===== config.mk =====
export PLATFORM = sky130hd
export DESIGN_NAME = mem_ctrl
export DESIGN_NICKNAME = d
export VERILOG_FILES = /design/src/rtl/mem_ctrl_pkg.sv /design/src/rtl/mem_ctrl.sv
export SDC_FILE = /design/constraint.sdc
export NUM_CORES = 1
export LEC_CHECK = 0
export ABC_AREA = 1
export BUFFER_PORTS_ARGS = -buffer_cell sky130_fd_sc_hd__buf_2
export CAP_MARGIN = 20
export CORE_ASPECT_RATIO = 2
export CORE_UTILIZATION = 45
export DETAILED_ROUTE_END_ITERATION = 6
export PLACE_DENSITY = 0.8
export REMOVE_ABC_BUFFERS = 1
export SLEW_MARGIN = 20
export SYNTH_ARGS = -nofsm -noshare
export SYNTH_HDL_FRONTEND = slang
export SYNTH_SLANG_ARGS = --single-unit

===== constraint.sdc =====
create_clock -name clk -period 3 [get_ports clk]
set_clock_uncertainty 0.05 [all_clocks]
set_input_delay 0.3 -clock clk [delete_from_list [all_inputs] [get_ports clk]]
set_output_delay 0.3 -clock clk [all_outputs]
set_load 0.05 [all_outputs]

===== src/rtl/mem_ctrl_pkg.sv =====
// Shared types, constants and byte helpers for the byte-serial memory controller.
package mem_ctrl_pkg;

  localparam int MC_ADDR_W = 32;
  localparam int MC_DATA_W = 32;
  localparam int MC_CNT_W  = 3;

  // mem_len encodings (bytes-1); 2'd2 is handled like a word access
  localparam logic [1:0] LEN_B = 2'd0;
  localparam logic [1:0] LEN_H = 2'd1;
  localparam logic [1:0] LEN_W = 2'd3;

  typedef enum logic [2:0] {
    ST_IDLE   = 3'd0,
    ST_IF_RD  = 3'd1,
    ST_MEM_RD = 3'd2,
    ST_MEM_WR = 3'd3,
    ST_DONE   = 3'd4
  } state_e;

  // Number of bytes to move for a given mem_len code
  function automatic logic [MC_CNT_W-1:0] len_to_nbytes(input logic [1:0] len);
    logic [MC_CNT_W-1:0] n;
    case (len)
      LEN_B:   n = 3'd1;
      LEN_H:   n = 3'd2;
      LEN_W:   n = 3'd4;
      default: n = 3'd4;
    endcase
    return n;
  endfunction

  // Select byte idx (0..3) of a little-endian word; other indices give zero
  function automatic logic [7:0] pick_byte(input logic [31:0] w, input logic [MC_CNT_W-1:0] idx);
    logic [7:0] b;
    case (idx)
      3'd0:    b = w[7:0];
      3'd1:    b = w[15:8];
      3'd2:    b = w[23:16];
      3'd3:    b = w[31:24];
      default: b = 8'd0;
    endcase
    return b;
  endfunction

  // Replace byte idx (0..3) of a word; other indices leave the word untouched
  function automatic logic [31:0] put_byte(input logic [31:0] w, input logic [MC_CNT_W-1:0] idx,
                                           input logic [7:0] b);
    logic [31:0] r;
    r = w;
    case (idx)
      3'd0:    r[7:0]   = b;
      3'd1:    r[15:8]  = b;
      3'd2:    r[23:16] = b;
      3'd3:    r[31:24] = b;
      default: r = w;
    endcase
    return r;
  endfunction

endpackage


===== src/rtl/mem_ctrl.sv =====
// Byte-serial memory controller shared by instruction fetch (IF) and load/store (MEM).
// One FSM moves 1, 2 or 4 bytes over the 8-bit RAM port; MEM wins any conflict.
// RAM port outputs are registered: the cycle after a grant decision is the first
// address cycle, and each read byte returns one cycle after its address.
module mem_ctrl
  import mem_ctrl_pkg::*;
#(
  parameter int ADDR_W = MC_ADDR_W,
  parameter int DATA_W = MC_DATA_W
) (
  input  logic              clk,
  input  logic              rst,
  input  logic              if_req,
  input  logic [ADDR_W-1:0] if_addr,
  output logic [DATA_W-1:0] if_data,
  output logic              if_done,
  input  logic              mem_req,
  input  logic              mem_we,
  input  logic [1:0]        mem_len,
  input  logic [ADDR_W-1:0] mem_addr,
  input  logic [DATA_W-1:0] mem_wdata,
  output logic [DATA_W-1:0] mem_rdata,
  output logic              mem_done,
  output logic [ADDR_W-1:0] ram_addr,
  output logic              ram_wr,
  output logic [7:0]        ram_dout,
  input  logic [7:0]        ram_din,
  output logic              stall_req_if,
  output logic              stall_req_mem
);

  state_e                r_state;
  logic [MC_CNT_W-1:0]   r_cnt;       // index of the byte currently addressed
  logic [MC_CNT_W-1:0]   r_n;         // bytes in the granted access
  logic [ADDR_W-1:0]     r_base;
  logic [DATA_W-1:0]     r_wdata;
  logic [DATA_W-1:0]     r_asm;       // read assembly register, zero-filled at grant
  logic [ADDR_W-1:0]     r_ram_addr;
  logic                  r_ram_wr;
  logic [7:0]            r_ram_dout;
  logic [DATA_W-1:0]     r_if_data;
  logic                  r_if_done;
  logic [DATA_W-1:0]     r_mem_rdata;
  logic                  r_mem_done;

  logic [MC_CNT_W-1:0]   w_cnt_inc;
  logic [ADDR_W-1:0]     w_addr_next;
  logic                  w_last_issue;
  logic [DATA_W-1:0]     w_asm_cap;

  // Next-byte address, last-address detection and read-byte insertion
  always_comb begin
    w_cnt_inc    = r_cnt + 3'd1;
    w_addr_next  = r_base + {{(ADDR_W-MC_CNT_W){1'b0}}, w_cnt_inc};
    w_last_issue = (r_cnt == (r_n - 3'd1));
    if (r_cnt != 3'd0) begin
      // ram_din now carries the byte addressed in the previous cycle
      w_asm_cap = put_byte(r_asm, r_cnt - 3'd1, ram_din);
    end else begin
      w_asm_cap = r_asm;
    end
  end

  // Controller FSM with byte counter, assembly register and registered outputs
  always_ff @(posedge clk or negedge rst) begin
    if (!rst) begin
      r_state     <= ST_IDLE;
      r_cnt       <= 3'd0;
      r_n         <= 3'd0;
      r_base      <= {ADDR_W{1'b0}};
      r_wdata     <= {DATA_W{1'b0}};
      r_asm       <= {DATA_W{1'b0}};
      r_ram_addr  <= {ADDR_W{1'b0}};
      r_ram_wr    <= 1'b0;
      r_ram_dout  <= 8'd0;
      r_if_data   <= {DATA_W{1'b0}};
      r_if_done   <= 1'b0;
      r_mem_rdata <= {DATA_W{1'b0}};
      r_mem_done  <= 1'b0;
    end else begin
      case (r_state)
        ST_IDLE: begin
          r_cnt      <= 3'd0;
          r_asm      <= {DATA_W{1'b0}};
          r_if_done  <= 1'b0;
          r_mem_done <= 1'b0;
          if (mem_req) begin
            // MEM is the older instruction, so it wins a same-cycle conflict
            r_base     <= mem_addr;
            r_n        <= len_to_nbytes(mem_len);
            r_wdata    <= mem_wdata;
            r_ram_addr <= mem_addr;
            if (mem_we) begin
              r_state    <= ST_MEM_WR;
              r_ram_wr   <= 1'b1;
              r_ram_dout <= mem_wdata[7:0];
            end else begin
              r_state    <= ST_MEM_RD;
              r_ram_wr   <= 1'b0;
              r_ram_dout <= 8'd0;
            end
          end else if (if_req) begin
            r_base     <= if_addr;
            r_n        <= 3'd4;
            r_wdata    <= {DATA_W{1'b0}};
            r_ram_addr <= if_addr;
            r_ram_wr   <= 1'b0;
            r_ram_dout <= 8'd0;
            r_state    <= ST_IF_RD;
          end else begin
            r_ram_addr <= {ADDR_W{1'b0}};
            r_ram_wr   <= 1'b0;
            r_ram_dout <= 8'd0;
            r_state    <= ST_IDLE;
          end
        end

        ST_IF_RD, ST_MEM_RD: begin
          r_asm      <= w_asm_cap;
          r_ram_wr   <= 1'b0;
          r_ram_dout <= 8'd0;
          if (r_cnt == r_n) begin
            // final byte arrives in this cycle; publish the assembled word
            r_state    <= ST_DONE;
            r_cnt      <= 3'd0;
            r_ram_addr <= {ADDR_W{1'b0}};
            if (r_state == ST_IF_RD) begin
              r_if_data <= w_asm_cap;
              r_if_done <= 1'b1;
            end else begin
              r_mem_rdata <= w_asm_cap;
              r_mem_done  <= 1'b1;
            end
          end else if (w_last_issue) begin
            // all addresses issued; wait one cycle for the last byte
            r_cnt      <= w_cnt_inc;
            r_ram_addr <= {ADDR_W{1'b0}};
          end else begin
            r_cnt      <= w_cnt_inc;
            r_ram_addr <= w_addr_next;
          end
        end

        ST_MEM_WR: begin
          if (w_last_issue) begin
            r_state    <= ST_DONE;
            r_cnt      <= 3'd0;
            r_ram_addr <= {ADDR_W{1'b0}};
            r_ram_wr   <= 1'b0;
            r_ram_dout <= 8'd0;
            r_mem_done <= 1'b1;
          end else begin
            r_cnt      <= w_cnt_inc;
            r_ram_addr <= w_addr_next;
            r_ram_wr   <= 1'b1;
            r_ram_dout <= pick_byte(r_wdata, w_cnt_inc);
          end
        end

        ST_DONE: begin
          r_state    <= ST_IDLE;
          r_cnt      <= 3'd0;
          r_if_done  <= 1'b0;
          r_mem_done <= 1'b0;
          r_ram_addr <= {ADDR_W{1'b0}};
          r_ram_wr   <= 1'b0;
          r_ram_dout <= 8'd0;
        end

        default: begin
          r_state    <= ST_IDLE;
          r_cnt      <= 3'd0;
          r_if_done  <= 1'b0;
          r_mem_done <= 1'b0;
          r_ram_addr <= {ADDR_W{1'b0}};
          r_ram_wr   <= 1'b0;
          r_ram_dout <= 8'd0;
        end
      endcase
    end
  end

  assign ram_addr      = r_ram_addr;
  assign ram_wr        = r_ram_wr;
  assign ram_dout      = r_ram_dout;
  assign if_data       = r_if_data;
  assign if_done       = r_if_done;
  assign mem_rdata     = r_mem_rdata;
  assign mem_done      = r_mem_done;
  assign stall_req_if  = if_req & ~r_if_done;
  assign stall_req_mem = mem_req & ~r_mem_done;

endmodule


Yosys cells after proc, flatten, opt, wreduce, memory -nomap -nowiden
Index checks and enable logic that the tools add are counted.
- add/subtract/negate cells: 4
- $mul: 0
- div/mod/pow operators: 0
- order comparisons: 0
- eq/ne operators: 16
- shift-type cells: 0
- muxes and demuxes: 43
- bitwise gates (word level): 6
- reduce and logical (&&, ||, !) cells: 14
- operators with widths (cell ; number):
    32-bit two-way mux ; 9
    32-bit one-hot mux with 3 select lines ; 1
    32-bit one-hot mux with 2 select lines ; 1
    8-bit two-way mux ; 7
    32-bit by 3-bit adder with 32-bit output ; 1
    8-bit one-hot mux with 4 select lines ; 1
    3-bit two-way mux ; 7
    3-bit by 2-bit equality test with 1-bit output (second input constant) ; 6
    8-bit one-hot mux with 2 select lines ; 1
    3-bit one-hot mux with 2 select lines ; 2
    3-bit AND reduction ; 4
    1-bit two-way mux ; 10
    3-bit by 1-bit equality test with 1-bit output (second input constant) ; 3
    3-bit zero test ; 3
    3-bit one-hot mux with 3 select lines ; 1
    2-bit inequality test (second input constant) ; 4
    3-bit equality test ; 2
    1-bit one-hot mux with 2 select lines ; 3
    3-bit by 1-bit subtractor with 3-bit output (second input constant) ; 2
    1-bit inverter ; 4
    2-bit AND reduction ; 2
    2-bit nonzero test ; 2
    3-bit by 1-bit adder with 3-bit output (second input constant) ; 1
    3-bit nonzero test ; 1
    4 further kinds ; 5
- register bits: 212
- bits in latches: 0
- bits in writable memories: 0
- memory bits (read-only): 0
- output and inout port bits: 109
- logic and storage cells: 96
- memories: 0

Depth between registers and ports, before layout
Gate-level depths: netlist of the first run.
- depth in word-level cells: 5
- gate-level depth with buffers: 14
- mapped depth without buffers: 14

Worst setup path before layout of the first run
OpenSTA, ideal clock, no wires.
- kind: reg2reg
- start: reg r_cnt[1]
- end: reg r_ram_addr[27] (netlist: ram_addr[27])
- library setup time: 0.117 ns
- arrival: 2.153 ns
- required time: 2.833 ns
- setup slack: 0.680 ns
- cell stages (with the launch flop): 13
- path buffers: 0
- period minus slack after synthesis: 2.320 ns
- path through: dfrtp_1 -> ha_1 -> xor2_1 -> ha_1 -> nand2_1 -> nor2_1 -> nand2_1 -> nand2_1 -> nand2_1 -> nor2_1 -> nand4_1 -> nand2_1 -> nand2_1
- word-level cells in the longest chain between the ends: 5
- elaborated cells on any way between the ends: 7
- ends and longest elaborated chain (what ; line ; text):
    start, declared ; mem_ctrl.sv:33 ; logic [MC_CNT_W-1:0] r_cnt;
    start signal, assigned ; mem_ctrl.sv:136 ; r_cnt <= w_cnt_inc;
    start signal, assigned ; mem_ctrl.sv:139 ; r_cnt <= w_cnt_inc;
    start signal, assigned ; mem_ctrl.sv:153 ; r_cnt <= w_cnt_inc;
    3-bit by 1-bit adder with 3-bit output ; mem_ctrl.sv:53 ; w_cnt_inc = r_cnt + 3'd1;
    32-bit by 3-bit adder with 32-bit output ; mem_ctrl.sv:54 ; w_addr_next = r_base + {{(ADDR_W-MC_CNT_W){1'b0}}, w_cnt_inc};
    32-bit two-way mux ; mem_ctrl.sv:134, mem_ctrl.sv:145 ;
    32-bit two-way mux ; mem_ctrl.sv:122 ; if (r_cnt == r_n) begin
    32-bit one-hot mux with 3 select lines * ; mem_ctrl.sv:81 ; case (r_state)
    end signal, assigned ; mem_ctrl.sv:126 ; r_ram_addr <= {ADDR_W{1'b0}};
    end signal, assigned ; mem_ctrl.sv:137 ; r_ram_addr <= {ADDR_W{1'b0}};
    end signal, assigned ; mem_ctrl.sv:148 ; r_ram_addr <= {ADDR_W{1'b0}};
    end, declared ; mem_ctrl.sv:38 ; logic [ADDR_W-1:0] r_ram_addr;
Mark *: on every way between the ends. The rest lies on a longest branch, timed or not.
A chain may end at the register's enable or synchronous reset.

Worst setup path in the final report of the first run
- start: reg r_cnt[0]
- end: reg r_mem_rdata[6] (netlist: mem_rdata[6])
- word-level cells in the longest chain between the ends: 4
- elaborated cells on any way between the ends: 7
- ends and longest elaborated chain (what ; line ; text):
    3-bit by 1-bit subtractor with 3-bit output ; mem_ctrl.sv:58 ; w_asm_cap = put_byte(r_asm, r_cnt - 3'd1, ram_din);
    3-bit zero test ; mem_ctrl_pkg.sv:51 ; case (idx)
    8-bit two-way mux ; mem_ctrl_pkg.sv:51 ;
    32-bit two-way mux ; mem_ctrl.sv:56 ; if (r_cnt != 3'd0) begin
    end signal, assigned ; mem_ctrl.sv:78 ; r_mem_rdata <= {DATA_W{1'b0}};
    end signal, assigned ; mem_ctrl.sv:131 ; r_mem_rdata <= w_asm_cap;
    end, declared ; mem_ctrl.sv:43 ; logic [DATA_W-1:0] r_mem_rdata;
Several ways; a longest one is shown, not always the timed one.

==> results of run 1 <==
==> final cells by class <==
class                           count  area share, %
Multi-Input combinational cell    754           31.3
Timing Repair Buffer              265           12.9
Tap cell                          269           2.76
Clock buffer                       27           4.91
Sequential cell                   212           43.5
Inverter                          118           3.63
Clock inverter                      9           1.01
==> flip-flops by register name, summed over array words and instances (netlist names) <==
| signal | count |
|---|---|
| if_data | 32 |
| mem_rdata | 32 |
| r_asm | 32 |
| r_base | 32 |
| r_wdata | 32 |
| ram_addr | 32 |
| ram_dout | 8 |
| r_cnt | 3 |
| r_n | 3 |
| r_state | 3 |
| if_done | 1 |
| mem_done | 1 |
| ram_wr | 1 |
==> cell families (layout without fill, tap and decap cells) <==
kind of cell | Yosys count | in the layout | synth area share (%)
AOI/OAI and AO/OA | 228 | 228 | 13.2
xor gates and xnor gates | 14 | 14 | 1.25
adders and majority gates | 14 | 14 | 1.87
buffers and inverters | 160 | 419 | 6.67
DFF | 212 | 212 | 54.3
muxes | 31 | 31 | 3.57
and+or+nand+nor | 467 | 467 | 19.1
==> layout by cell type (no fill, tap or decap), types with 5 or more instances in the layout <==
cell           netlist  layout
nand3_1             39      39
ha_1                13      13
clkbuf_8             0       6
nand2_1            309     309
inv_1              114     113
xor2_1              12      12
o22ai_1             32      32
buf_2               24     218
clkbuf_16            0      21
clkinv_2             0       5
a22o_1              24      24
buf_4                3      11
nor2_1              96      96
inv_2                4       5
nor3_1               6       6
dlygate4sd3_1        0      32
o21ai_0            129     129
nand4_1             11      11
a21oi_1             36      36
dfrtp_1            212     212
mux2_2              31      31
==> report_power, final <==
group | leakage [uW] | internal, uW | switching [uW]
sequential | 0.00267 | 3980 | 785
combinational | 0.00327 | 1700 | 4910
clock | 0.000358 | 1660 | 1110
total | 0.00630 | 7330 | 6800
==> metal layers <==
layer	GRT usage, %	vias up	share of wire, %	wire length [um]
li1	-	4160	-	-
met1	26.7	4017	34	9690
met2	48.9	324	54	15500
met3	3.22	113	4.7	1340
met4	19.4	0	7.3	2090
met5	0	-	0	0
==> repair_timing <==
action / CTS / global route
endpoints found under the hold margin: 115 / 1
hold buffers: 31 / 1
buffers inserted: 0 / 0
==> metrics by stage <==
stage	hold WS, ns	utilization, %	instances	worst slack [ns]	area, um^2
4_1_cts	0.0000723	57.7	1653	0.283	12200
3_3_place_gp	0.341	52.8	1586	0.456	11100
3_5_place_dp	0.356	52.8	1586	0.371	11100
5_1_grt	0.0301	57.7	1654	0.0770	12200
6_report	0.0163	57.7	1654	0.321	12200
2_1_floorplan	-0.0456	-	1084	0.676	9560
==> worst paths after layout <==
kind	endpoint	startpoint	slack [ns]	cells past startpoint
setup / recovery	mem_rdata[6]	r_cnt[0]	0.32	7
hold / removal	r_wdata[12]	mem_wdata[12]	0.02	3
setup reg to reg	mem_rdata[6]	r_cnt[0]	0.32	7
hold reg to reg	if_data[9]	if_data[9]	0.43	2
max in group asynchronous	ram_addr[23]	rst	1.70	3
min in group asynchronous	r_asm[28]	rst	0.37	2
==> worst max-delay path: cells and delay by family (launching register included) <==
kind	cells	cell delay (ns)
simple gates	1	0.53
compound gates	2	0.77
flops	1	0.43
buf+inv	2	0.25
fa+ha+maj	2	0.49
==> reports/summary.json, run 1 <==
{
  "status": {"value": "finished, final reports clean"},
  "wire_length_of_the_first_global_routing_pass": {"value": 45600, "unit": "um"},
  "synth.most_common_cell": {"value": "nand2_1"},
  "grt_start_max_net_pins": {"value": 84},
  "timing.critical_path.fanout_max": {"value": 16},
  "cts_num_sinks": {"value": 212},
  "synth-seq-cells": {"value": 212},
  "critical_path_required": {"value": 3.30, "unit": "ns"},
  "num_vias": {"value": 8614},
  "fin_nets": {"value": 1496},
  "crit_path_top_delay_cell": {"value": "o21ai_0"},
  "drc_errors": {"value": 0},
  "htree_num_levels": {"value": 1},
  "arrival": {"value": 2.97, "unit": "ns"},
  "seq_cell_area": {"value": 0.00531, "unit": "mm^2"},
  "avgViaCountPerCell": {"value": 5.21},
  "cts-resized-gates": {"value": 0},
  "drive_above_1_share": {"value": 22.6, "unit": "%"},
  "synth.avg_cell_area": {"value": 8.68, "unit": "um^2"},
  "yosys_warnings": {"value": 0},
  "seq_area_frac_synth": {"value": 54.3, "unit": "%"},
  "starting_drt_drc_count": {"value": 535},
  "ys_top_cells_by_area": {"value": "dfrtp_1 54%, nand2_1 12%, o21ai_0 6.6%, inv_1 4.4%, nor2_1 3.7%"},
  "p_leak": {"value": 0.00630, "unit": "uW"},
  "drtPass1Iterations": {"value": 5},
  "route.detailed.wl_per_inst": {"value": 17.3, "unit": "um"},
  "die_height": {"value": 210, "unit": "um"},
  "crit_path_cell_trace": {"value": "inv_1 > ha_1 > ha_1 > inv_1 > nand3_1 > o21ai_0 > a21oi_1"},
  "die_w": {"value": 106, "unit": "um"},
  "gp_congestion": {"value": 1.01},
  "timing.final.crit_share": {"value": 89.3, "unit": "%"},
  "worst_slew_pin_slew": {"value": 0.716, "unit": "ns"},
  "cap_viol_max_count": {"value": 0},
  "timing.max_slew.rel_slack": {"value": 52.1, "unit": "%"},
  "synth.lib_cells_used.distinct": {"value": 32},
  "dieArea": {"value": 0.0223, "unit": "mm^2"},
  "power.density": {"value": 1160, "unit": "mW/mm^2"},
  "clk-insertion-delay-late": {"value": 0.50, "unit": "ns"},
  "post_synth_most_frequent_cells": {"value": "309 x nand2_1, 212 x dfrtp_1, 129 x o21ai_0"},
  "worstSetupPathType": {"value": "flip-flop to flip-flop"},
  "synth_top_area_cell": {"value": "dfrtp_1"},
  "power.total": {"value": 14100, "unit": "uW"},
  "synth_area": {"value": 0.00977, "unit": "mm^2"},
  "clockBufferDepth": {"value": 3},
  "n_antenna_cell": {"value": 0},
  "post_synthesis_to_final_layout_area_growth": {"value": 24.7, "unit": "%"},
  "setup_viol": {"value": 0},
  "grt_setup_unrepaired": {"value": "no"},
  "grt_antenna_before_repair": {"value": 0},
  "final.min_clock_period": {"value": 2.68, "unit": "ns"},
  "timing.final.max_slew_violations": {"value": 0},
  "synthDominantCellAreaShare": {"value": 54.3, "unit": "%"},
  "pin_count": {"value": 220},
  "placeable_core_region": {"value": 0.0211, "unit": "mm^2"},
  "holdCritPathClass": {"value": "input port to flip-flop"},
  "cts_tree": {"value": "built"},
  "filler_cell_count": {"value": 1907},
  "syn-instance-count": {"value": 1126},
  "cts.clk_slew.worst_paths": {"value": 0.07, "unit": "ns"},
  "area_taken_by_multi_input_logic_gates": {"value": 0.00381, "unit": "mm^2"},
  "global_route.usage.total": {"value": 26.5, "unit": "%"},
  "io_buffer_count": {"value": 219},
  "setup.worst_path.start_class": {"value": "flip-flop"},
  "number_of_flops_mapped_to_enable_cells_by_yosys": {"value": 0},
  "fmaxAchievable": {"value": 373, "unit": "MHz"},
  "totalNegativeSetupSlack": {"value": 0, "unit": "ns"},
  "drt_wl_total": {"value": 28600, "unit": "um"},
  "final_hold_viol_count": {"value": 0},
  "cp_slowest_stage_delay": {"value": 0.61, "unit": "ns"},
  "async_flop_share": {"value": 100, "unit": "%"},
  "cts_root_buffer": {"value": "clkbuf_16"},
  "setup.worst_path.end_class": {"value": "flip-flop"},
  "numCtsBuffers": {"value": 20},
  "num_rows": {"value": 75},
  "initial_core_util": {"value": 46.3, "unit": "%"},
  "vdd_ir_drop_max": {"value": 635, "unit": "uV"},
  "grt_remaining_overflow": {"value": 0},
  "first_global_vias": {"value": 8990},
  "place_hpwl": {"value": 20800, "unit": "um"},
  "synth_top_flop_cell": {"value": "dfrtp_1"},
  "detail-route-antenna-nets": {"value": 0}
}
(Power assumes the default switching activity.)
==> run 2: changes to the inputs <==
--- a/config.mk
+++ b/config.mk
@@ -11,7 +11,7 @@
 export CORE_ASPECT_RATIO = 2
 export CORE_UTILIZATION = 45
 export DETAILED_ROUTE_END_ITERATION = 6
-export PLACE_DENSITY = 0.8
+export PLACE_DENSITY = 0.73
 export REMOVE_ABC_BUFFERS = 1
 export SLEW_MARGIN = 20
 export SYNTH_ARGS = -nofsm -noshare
==> reports/summary.json, run 2 (synthesis results as in run 1) <==
{
  "drtPass1Iterations": {"value": 5, "change": "unchanged"},
  "route.detailed.wl_per_inst": {"value": 17.0, "unit": "um", "change": "was 17.3 um"},
  "commonest_cells_after_routing_fill_and_taps_aside": {"value": "309 x nand2_1, 218 x buf_2, 212 x dfrtp_1", "change": "unchanged"},
  "cap_viol_max_count": {"value": 0, "change": "unchanged"},
  "timing.critical_path.fanout_max": {"value": 6, "change": "was 16"},
  "critical_path_required": {"value": 3.35, "unit": "ns", "change": "was 3.30 ns"},
  "setup_viol": {"value": 0, "change": "unchanged"},
  "vdd_ir_drop_max": {"value": 638, "unit": "uV", "change": "was 635 uV"},
  "drive_above_1_share": {"value": 22.5, "unit": "%", "change": "was 22.6%"},
  "cts_root_buffer": {"value": "clkbuf_16", "change": "unchanged"},
  "post_cts.repair.setup_buffers": {"value": 0, "change": "unchanged"},
  "initial_core_util": {"value": 46.3, "unit": "%", "change": "unchanged"},
  "worst_slew_pin_slew": {"value": 0.981, "unit": "ns", "change": "was 0.716 ns"},
  "status": {"value": "finished, final reports clean", "change": "unchanged"},
  "io_buffer_count": {"value": 219, "change": "unchanged"},
  "cts_num_sinks": {"value": 212, "change": "unchanged"},
  "power.total": {"value": 14000, "unit": "uW", "change": "was 14100 uW"},
  "arrival": {"value": 3.00, "unit": "ns", "change": "was 2.97 ns"},
  "first_global_vias": {"value": 8818, "change": "was 8990"},
  "final.min_clock_period": {"value": 2.66, "unit": "ns", "change": "was 2.68 ns"},
  "pin_count": {"value": 220, "change": "unchanged"},
  "global_route.usage.total": {"value": 25.9, "unit": "%", "change": "was 26.5%"},
  "drc_errors": {"value": 0, "change": "unchanged"},
  "htree_num_levels": {"value": 1, "change": "unchanged"},
  "avgViaCountPerCell": {"value": 5.23, "change": "was 5.21"},
  "timing.final.crit_share": {"value": 88.6, "unit": "%", "change": "was 89.3%"},
  "num_vias": {"value": 8685, "change": "was 8614"},
  "die_w": {"value": 106, "unit": "um", "change": "unchanged"},
  "clk-insertion-delay-late": {"value": 0.50, "unit": "ns", "change": "about the same"},
  "worstSetupPathType": {"value": "flip-flop to flip-flop", "change": "unchanged"},
  "fin_nets": {"value": 1500, "change": "was 1496"},
  "grt_remaining_overflow": {"value": 0, "change": "unchanged"},
  "wire_length_of_the_first_global_routing_pass": {"value": 45100, "unit": "um", "change": "was 45600 um"},
  "place_hpwl": {"value": 20300, "unit": "um", "change": "was 20800 um"},
  "dieArea": {"value": 0.0223, "unit": "mm^2", "change": "unchanged"},
  "gp_congestion": {"value": 0.994, "change": "was 1.01"},
  "cts.clk_slew.worst_paths": {"value": 0.07, "unit": "ns", "change": "about the same"},
  "die_height": {"value": 210, "unit": "um", "change": "unchanged"},
  "layout_setup_ws": {"value": 0.343, "unit": "ns", "change": "was 0.321 ns"},
  "cts_tree": {"value": "built", "change": "unchanged"},
  "clockBufferDepth": {"value": 3, "change": "unchanged"},
  "num_rows": {"value": 75, "change": "unchanged"},
  "numCtsBuffers": {"value": 20, "change": "unchanged"},
  "timing.max_slew.rel_slack": {"value": 34.6, "unit": "%", "change": "was 52.1%"},
  "setup_slack_after_placement": {"value": 0.344, "unit": "ns", "change": "was 0.371 ns"},
  "drt_wl_total": {"value": 28200, "unit": "um", "change": "was 28600 um"},
  "filler_cell_count": {"value": 1955, "change": "was 1907"},
  "p_leak": {"value": 0.00629, "unit": "uW", "change": "was 0.00630 uW"},
  "holdCritPathClass": {"value": "input port to flip-flop", "change": "unchanged"},
  "timing.final.max_slew_violations": {"value": 0, "change": "unchanged"},
  "mostFrequentLayoutCell": {"value": "nand2_1", "change": "unchanged"},
  "setup.worst_path.start_class": {"value": "flip-flop", "change": "unchanged"},
  "setup.worst_path.end_class": {"value": "flip-flop", "change": "unchanged"},
  "totalNegativeSetupSlack": {"value": 0, "unit": "ns", "change": "unchanged"},
  "starting_drt_drc_count": {"value": 476, "change": "was 535"},
  "post_synthesis_to_final_layout_area_growth": {"value": 24.7, "unit": "%", "change": "unchanged"},
  "cts-resized-gates": {"value": 0, "change": "unchanged"},
  "detail-route-antenna-nets": {"value": 0, "change": "unchanged"},
  "grt_start_max_net_pins": {"value": 89, "change": "was 84"},
  "final_hold_viol_count": {"value": 0, "change": "unchanged"},
  "grt_antenna_before_repair": {"value": 1, "change": "was 0"},
  "fmaxAchievable": {"value": 376, "unit": "MHz", "change": "was 373 MHz"},
  "seq_cell_area": {"value": 0.00531, "unit": "mm^2", "change": "unchanged"},
  "placeable_core_region": {"value": 0.0211, "unit": "mm^2", "change": "unchanged"},
  "grt_setup_unrepaired": {"value": "no", "change": "unchanged"},
  "area_taken_by_multi_input_logic_gates": {"value": 0.00381, "unit": "mm^2", "change": "unchanged"},
  "power.density": {"value": 1150, "unit": "mW/mm^2", "change": "was 1160 mW/mm^2"}
}
==> run 2: worst max-delay path, stage by stage (launching register included) <==
cell     delay (ns)
dfrtp_1        0.44
inv_1          0.16
ha_1           0.38
ha_1           0.32
nand2_1        0.08
nor2_1         0.11
nand2_1        0.06
nand2_1        0.12
nand2_1        0.13
nor2_1         0.40
nand3_1        0.14
nand3_1        0.10
nand2_1        0.06
==> run 2: layer usage <==
layer	wire length, um	part of all wire, %	global-route usage (%)
met4	1570	5.5	14.4
met1	10100	36	27.4
met3	1210	4.3	2.63
met2	15400	55	49.1
met5	0	0	0
==> run 2: area by class of cell <==
class / instances / share of cell area (%)
multi-input cells: 754 / 31.3
inverters: 118 / 3.63
clock inverters: 12 / 1.06
well taps: 269 / 2.76
clock buffers: 24 / 4.57
repair buffers: 269 / 13.1
diodes: 2 / 0.0411
flip-flops and latches: 212 / 43.5
==> run 2: worst paths after layout <==
kind,from,endpoint,slack [ns],depth (start not counted)
setup / recovery,r_cnt[0],ram_addr[25],0.34,12
hold / removal,mem_addr[21],ram_addr[21],0.09,4
setup reg to reg,r_cnt[0],ram_addr[25],0.34,12
hold reg to reg,if_data[22],if_data[22],0.43,2
max in group asynchronous,rst,if_data[25],1.76,3
min in group asynchronous,rst,if_data[26],0.37,2
==> run 2: through the flow <==
stage / utilization [%] / instances / instance area (um^2) / hold slack (ns)
after floorplan: - / 1084 / 9560 / -0.0456
after global placement: 52.7 / 1585 / 11100 / 0.359
after detailed placement: 52.7 / 1585 / 11100 / 0.371
after CTS: 57.7 / 1658 / 12200 / 0.0731
after global routing: 57.7 / 1659 / 12200 / 0.109
final: 57.7 / 1660 / 12200 / 0.0876
==> run 2: report_power, final <==
group          internal [uW]  switching (uW)  leakage [uW]  total (uW)
registers               3970             786       0.00267        4760
logic                   1690            4910       0.00328        6600
clock network           1510            1150      0.000332        2660
total                   7180            6840       0.00629       14000
==> run 2: timing repair <==
item / 4_1_cts / 5_1_grt
endpoints found under the hold margin: 125 / 0
hold buffers: 37 / 0
endpoints found under the setup margin: 0 / 0
